### config.mk
export PLATFORM = sky130hd
export DESIGN_NAME = r8b_regfile
export DESIGN_NICKNAME = d
export VERILOG_FILES = /design/src/rtl/r8b_pkg.sv /design/src/rtl/r8b_regfile_rdport.sv /design/src/rtl/r8b_regfile.sv
export SDC_FILE = /design/constraint.sdc
export NUM_CORES = 1
export LEC_CHECK = 0
export ABC_AREA = 0
export CELL_PAD_IN_SITES_DETAIL_PLACEMENT = 1
export CELL_PAD_IN_SITES_GLOBAL_PLACEMENT = 1
export CORE_MARGIN = 5
export CORE_UTILIZATION = 52
export CTS_CLUSTER_DIAMETER = 30
export DETAILED_ROUTE_END_ITERATION = 10
export HOLD_SLACK_MARGIN = 0.15
export PLACE_DENSITY_LB_ADDON = 0.1
export SLEW_MARGIN = 25
export SYNTH_ARGS = -nofsm -noshare
export SYNTH_HDL_FRONTEND = slang
export SYNTH_SLANG_ARGS = --single-unit
export TNS_END_PERCENT = 30
### constraint.sdc
create_clock -name clk -period 4.5 [get_ports clk]
set_input_delay 0.675 -clock clk [delete_from_list [all_inputs] [get_ports clk]]
set_output_delay 0.675 -clock clk [all_outputs]
set_load 0.1 [all_outputs]
### src/rtl/r8b_pkg.sv
// Shared types and default sizes for the r8b register file.
package r8b_pkg;

  localparam int DEF_WIDTH = 16;
  localparam int DEF_NREGS = 8;
  localparam int DEF_AW    = $clog2(DEF_NREGS);

  typedef logic [DEF_AW-1:0]    reg_addr_t;
  typedef logic [DEF_WIDTH-1:0] reg_word_t;

endpackage

### src/rtl/r8b_regfile_rdport.sv
// One register-file read port: address mux plus optional writeback forwarding
// (enabled by defining R8B_REGFILE_BYPASS_EN).
import r8b_pkg::*;

module r8b_regfile_rdport #(
  parameter  int WIDTH    = DEF_WIDTH,
  parameter  int NREGS    = DEF_NREGS,
  parameter  int ZERO_REG = 0,
  localparam int AW       = $clog2(NREGS)
) (
  input  logic [WIDTH-1:0] i_regs [NREGS],
  input  logic [NREGS-1:0] i_busy_vec,
  input  logic [AW-1:0]    i_addr,
  input  logic             i_wb_en,
  input  logic [AW-1:0]    i_wb_addr,
  input  logic [WIDTH-1:0] i_wb_data,
  output logic [WIDTH-1:0] o_data,
  output logic             o_busy
);

  logic w_hard_zero;
  logic w_fwd;

  assign w_hard_zero = (ZERO_REG != 0) && (i_addr == '0);

`ifdef R8B_REGFILE_BYPASS_EN
  // A hard-zero register must keep reading zero even while being "written".
  assign w_fwd = i_wb_en && (i_wb_addr == i_addr) && !w_hard_zero;
`else
  logic w_unused_wb;
  assign w_fwd       = 1'b0;
  assign w_unused_wb = ^{i_wb_en, i_wb_addr, i_wb_data, w_hard_zero};
`endif

  assign o_data = w_fwd ? i_wb_data : i_regs[i_addr];
  assign o_busy = i_busy_vec[i_addr] & ~w_fwd;

endmodule

### src/rtl/r8b_regfile.sv
// Multi-port GPR file with busy scoreboard for the r8b core.
// Optional same-cycle writeback forwarding: define R8B_REGFILE_BYPASS_EN.
import r8b_pkg::*;

module r8b_regfile #(
  parameter  int WIDTH    = DEF_WIDTH,
  parameter  int NREGS    = DEF_NREGS,
  parameter  int ZERO_REG = 0,
  localparam int AW       = $clog2(NREGS)
) (
  input  logic             clk,
  input  logic             rst_n,
  input  logic             wb_en,
  input  logic [AW-1:0]    wb_addr,
  input  logic [WIDTH-1:0] wb_data,
  input  logic             rsv_en,
  input  logic [AW-1:0]    rsv_addr,
  input  logic [AW-1:0]    lhs_addr,
  input  logic [AW-1:0]    rhs_addr,
  input  logic [AW-1:0]    bus_addr,
  output logic [WIDTH-1:0] lhs_data,
  output logic [WIDTH-1:0] rhs_data,
  output logic [WIDTH-1:0] bus_data,
  output logic             lhs_busy,
  output logic             rhs_busy,
  output logic             stall,
  output logic [NREGS-1:0] busy_vec,
  output logic             rsv_err
);

  logic [WIDTH-1:0] r_regs [NREGS];
  logic [NREGS-1:0] r_busy;
  logic             r_rsv_err;

  logic             w_wr_ok;
  logic             w_rsv_ok;
  logic [NREGS-1:0] w_busy_nxt;
  logic             w_rsv_err_nxt;
  logic             w_bus_busy_unused;

  assign w_wr_ok  = wb_en  && !((ZERO_REG != 0) && (wb_addr  == '0));
  assign w_rsv_ok = rsv_en && !((ZERO_REG != 0) && (rsv_addr == '0));

  // NOTE: the register array is reset because a freshly reset core must read
  // zeros; for a large memory this reset would normally be omitted.
  always_ff @(posedge clk or negedge rst_n) begin
    if (!rst_n) begin
      for (int i = 0; i < NREGS; i++) r_regs[i] <= '0;
    end else if (w_wr_ok) begin
      // NOTE: non-blocking assignment so every flop samples pre-edge values.
      r_regs[wb_addr] <= wb_data;
    end
  end

  // Reservation wins over writeback: a new producer is still outstanding.
  always_comb begin
    // NOTE: default assignment first keeps this block free of inferred latches.
    w_busy_nxt = r_busy;
    for (int i = 0; i < NREGS; i++) begin
      if (w_rsv_ok && (rsv_addr == AW'(i)))
        w_busy_nxt[i] = 1'b1;
      else if (wb_en && (wb_addr == AW'(i)))
        w_busy_nxt[i] = 1'b0;
    end
  end

  assign w_rsv_err_nxt = w_rsv_ok && r_busy[rsv_addr] &&
                         !(wb_en && (wb_addr == rsv_addr));

  always_ff @(posedge clk or negedge rst_n) begin
    if (!rst_n) begin
      r_busy    <= '0;
      r_rsv_err <= 1'b0;
    end else begin
      r_busy    <= w_busy_nxt;
      r_rsv_err <= w_rsv_err_nxt;
    end
  end

  r8b_regfile_rdport #(.WIDTH(WIDTH), .NREGS(NREGS), .ZERO_REG(ZERO_REG)) u_lhs (
    .i_regs(r_regs), .i_busy_vec(r_busy), .i_addr(lhs_addr),
    .i_wb_en(wb_en), .i_wb_addr(wb_addr), .i_wb_data(wb_data),
    .o_data(lhs_data), .o_busy(lhs_busy)
  );

  r8b_regfile_rdport #(.WIDTH(WIDTH), .NREGS(NREGS), .ZERO_REG(ZERO_REG)) u_rhs (
    .i_regs(r_regs), .i_busy_vec(r_busy), .i_addr(rhs_addr),
    .i_wb_en(wb_en), .i_wb_addr(wb_addr), .i_wb_data(wb_data),
    .o_data(rhs_data), .o_busy(rhs_busy)
  );

  r8b_regfile_rdport #(.WIDTH(WIDTH), .NREGS(NREGS), .ZERO_REG(ZERO_REG)) u_bus (
    .i_regs(r_regs), .i_busy_vec(r_busy), .i_addr(bus_addr),
    .i_wb_en(wb_en), .i_wb_addr(wb_addr), .i_wb_data(wb_data),
    .o_data(bus_data), .o_busy(w_bus_busy_unused)
  );

  assign stall    = lhs_busy | rhs_busy;
  assign busy_vec = r_busy;
  assign rsv_err  = r_rsv_err;

endmodule

==> metrics <==
Pre-Repair DR Iteration Count=4; synth unique cells=25; H-tree depth=4; status=completed; hpwl dp=14300 microns; Syn Inst Count=around 500; FF-to-FF setup slack=between 3000 and 4000 ps; number of synthesized flops with an enable pin=0; initial antenna violation count=0; final WL=approximately 24000 microns; Max Slew Vio Count=0; GRT Total Usage=~28%; clock root buffer=clkbuf_16; first-pass GRT wire length=38300 microns; CP Capture Point=stall; R2R cell count=3; startpoint types=input pin; area delta synth->final=26.5%; CP Class=in -> out; vias in the first global route=between 6000 and 7000; cts hold-fix bufs=0; post-synthesis sequential area ratio=slightly above 40%; Netlist Area Pre-Place=around 8300 sq um; Die Area=between 15000 and 20000 sq um; crit path max fanout=18; count leader, synth=mux2_2; GRT Residual Overflow=0; die height=between 100 and 150 microns; vias per cell=between 6 and 7; WP data arrival=~2600 ps; syn_area_per_cell=16.4 sq um; Pleak=approximately 4.2 nW; Mapped Nets=~540; Yosys warnings=0; Placed Cells incl. Taps=785; Antenna Cells=0; initial DRC count=around 360; clock sink count=approximately 140; period utilisation layout=72.9%; pwr dens=586 nW/um^2; commonest cells in the netlist=mux2_2, dfrtp_1, mux4_2; Nets=around 620; critical path startpoint=rhs_addr[2]; count of final setup violators=0; CTS tree=yes; Worst IR Drop VDD=approximately 0.00037 V; input/output buffers=94; row count=46; fillers=roughly 1400; RR Startpoint=busy_vec[1]$_DFFE_PN0P_; DR DRC count=0; max-cap violation count=0; async set-reset flop share out of synthesis=100%; total setup buffers inserted after CTS=0; effective utilization at floorplan=between 50% and 60%; Yosys top cell area share=41.5%; Post-Layout Cell Count=817; CTS Buf Count=17; post-synthesis register bit count=around 140; CP endpoint kind=output port; Max Root-Sink Buffers=2; RSZ-0062 raised after global routing=false; Max Freq=around 0.30 GHz; skew final=~3.6 ps; WL/cell=around 30 microns; Area after DPL=roughly 9800 sq um; Slew @ Worst Pin=about 1000 ps; share of cells above drive strength 1=about two thirds; Resized Gates After CTS=0; Final Critical Period=approximately 3300 ps; worst-skew pair later-pin latency=between 400 and 500 ps; Die W=136 microns; terminus of the critical flop-to-flop path=rsv_err$_DFF_PN0_; final setup TNS=0 ps; core area=around 16000 sq um; dominant cell type by area after synthesis=dfrtp_1; Post-DRT Antenna Nets=0; relative slew slack=around 33%; critical path required time=between 3000 and 4000 ps; Post-Layout Inst Area=10400 sq um; most common flop cell mapped by yosys=dfrtp_1; gpl congestion=between 0.7 and 0.8; final hold vios=0; Worst Hold Class=in -> async; Reg clk slew, reported paths=roughly 60 ps; ranking of synthesized cells by area=dfrtp_1, mux4_2, mux2_2; IO Count=95; largest net degree at the start of global routing=76; vias=5413
==> worst max-delay path, stage by stage <==
cell             delay (ps)
clkdlybuf4s50_1         460
buf_4                   360
mux4_2                  370
mux2_2                  290
or2_1                   210
buf_4                   230
==> power breakdown <==
part,switching [mW],internal [mW]
registers,0.299,1.50
logic,1.64,1.22
clock network,0.572,0.892
==> final cells by class <==
class	instances	area, sq um	share of cell area (%)
well taps	216	270	2.59
repair buffers	110	1520	14.6
multi-input cells	318	4600	44.1
clock buffers	19	443	4.24
flip-flops and latches	137	3430	32.8
clock inverters	13	166	1.59
inverters	4	15.0	0.144
==> worst min path at each step <==
| stage | end | startpoint | depth (start not counted) |
|---|---|---|---|
| after floorplan | busy_vec[0]$_DFFE_PN0P_ | rst_n | 0 |
| after global placement | r_regs[74]$_DFFE_PN0P_ | r_regs[74]$_DFFE_PN0P_ | 1 |
| after detailed placement | r_regs[64]$_DFFE_PN0P_ | r_regs[64]$_DFFE_PN0P_ | 1 |
| after CTS | r_regs[61]$_DFFE_PN0P_ | rst_n | 1 |
| after global routing | r_regs[61]$_DFFE_PN0P_ | rst_n | 1 |
| final | r_regs[59]$_DFFE_PN0P_ | rst_n | 1 |
==> metrics by stage <==
step	hold slack (ps)	util [%]	setup WS [ps]	total power, mW
2_1_floorplan	379	-	1210	3.68
3_3_place_gp	520	62.6	1220	4.54
3_5_place_dp	537	62.6	1180	4.64
4_1_cts	440	66.5	1160	6.16
5_1_grt	343	66.5	1090	6.32
6_report	267	66.5	1220	6.13
==> cell usage in the layout, fill, tap and decap left out, types with 2 or more instances in the layout <==
master             n
inv_6              4
o21ai_0            4
buf_4             19
xnor2_1            3
nand2b_1           4
nand4b_2           3
clkinvlp_4         3
clkbuf_16         17
clkinv_2           2
nand2_1            7
bufinv_16          3
o22ai_1            2
inv_1              4
mux4_2           100
mux2_2           182
o32ai_1            3
clkdlybuf4s50_1   39
dfrtp_1          137
nor3b_4            2
buf_12            48
buf_2              3
==> sequential cells by signal (all words and copies together), names as in the netlist <==
signal and flops:
busy_vec 8, r_regs 128, rsv_err 1
==> logic make-up after synthesis <==
group	share of synthesized area [%]
compound gates	0.819
xor+xnor	0.318
buf+inv	2.71
flops	41.5
mux	52.1
simple gates	2.50
==> metal layers <==
layer  global-route usage, %  part of all wire (%)  up-vias
li1                        -                     -     2194
met1                    37.4                    40     2964
met2                    47.9                    53      213
met3                    4.44                   5.0       42
met4                    8.01                   2.0        0
met5                       0                     0        -
(Power assumes the default switching activity.)
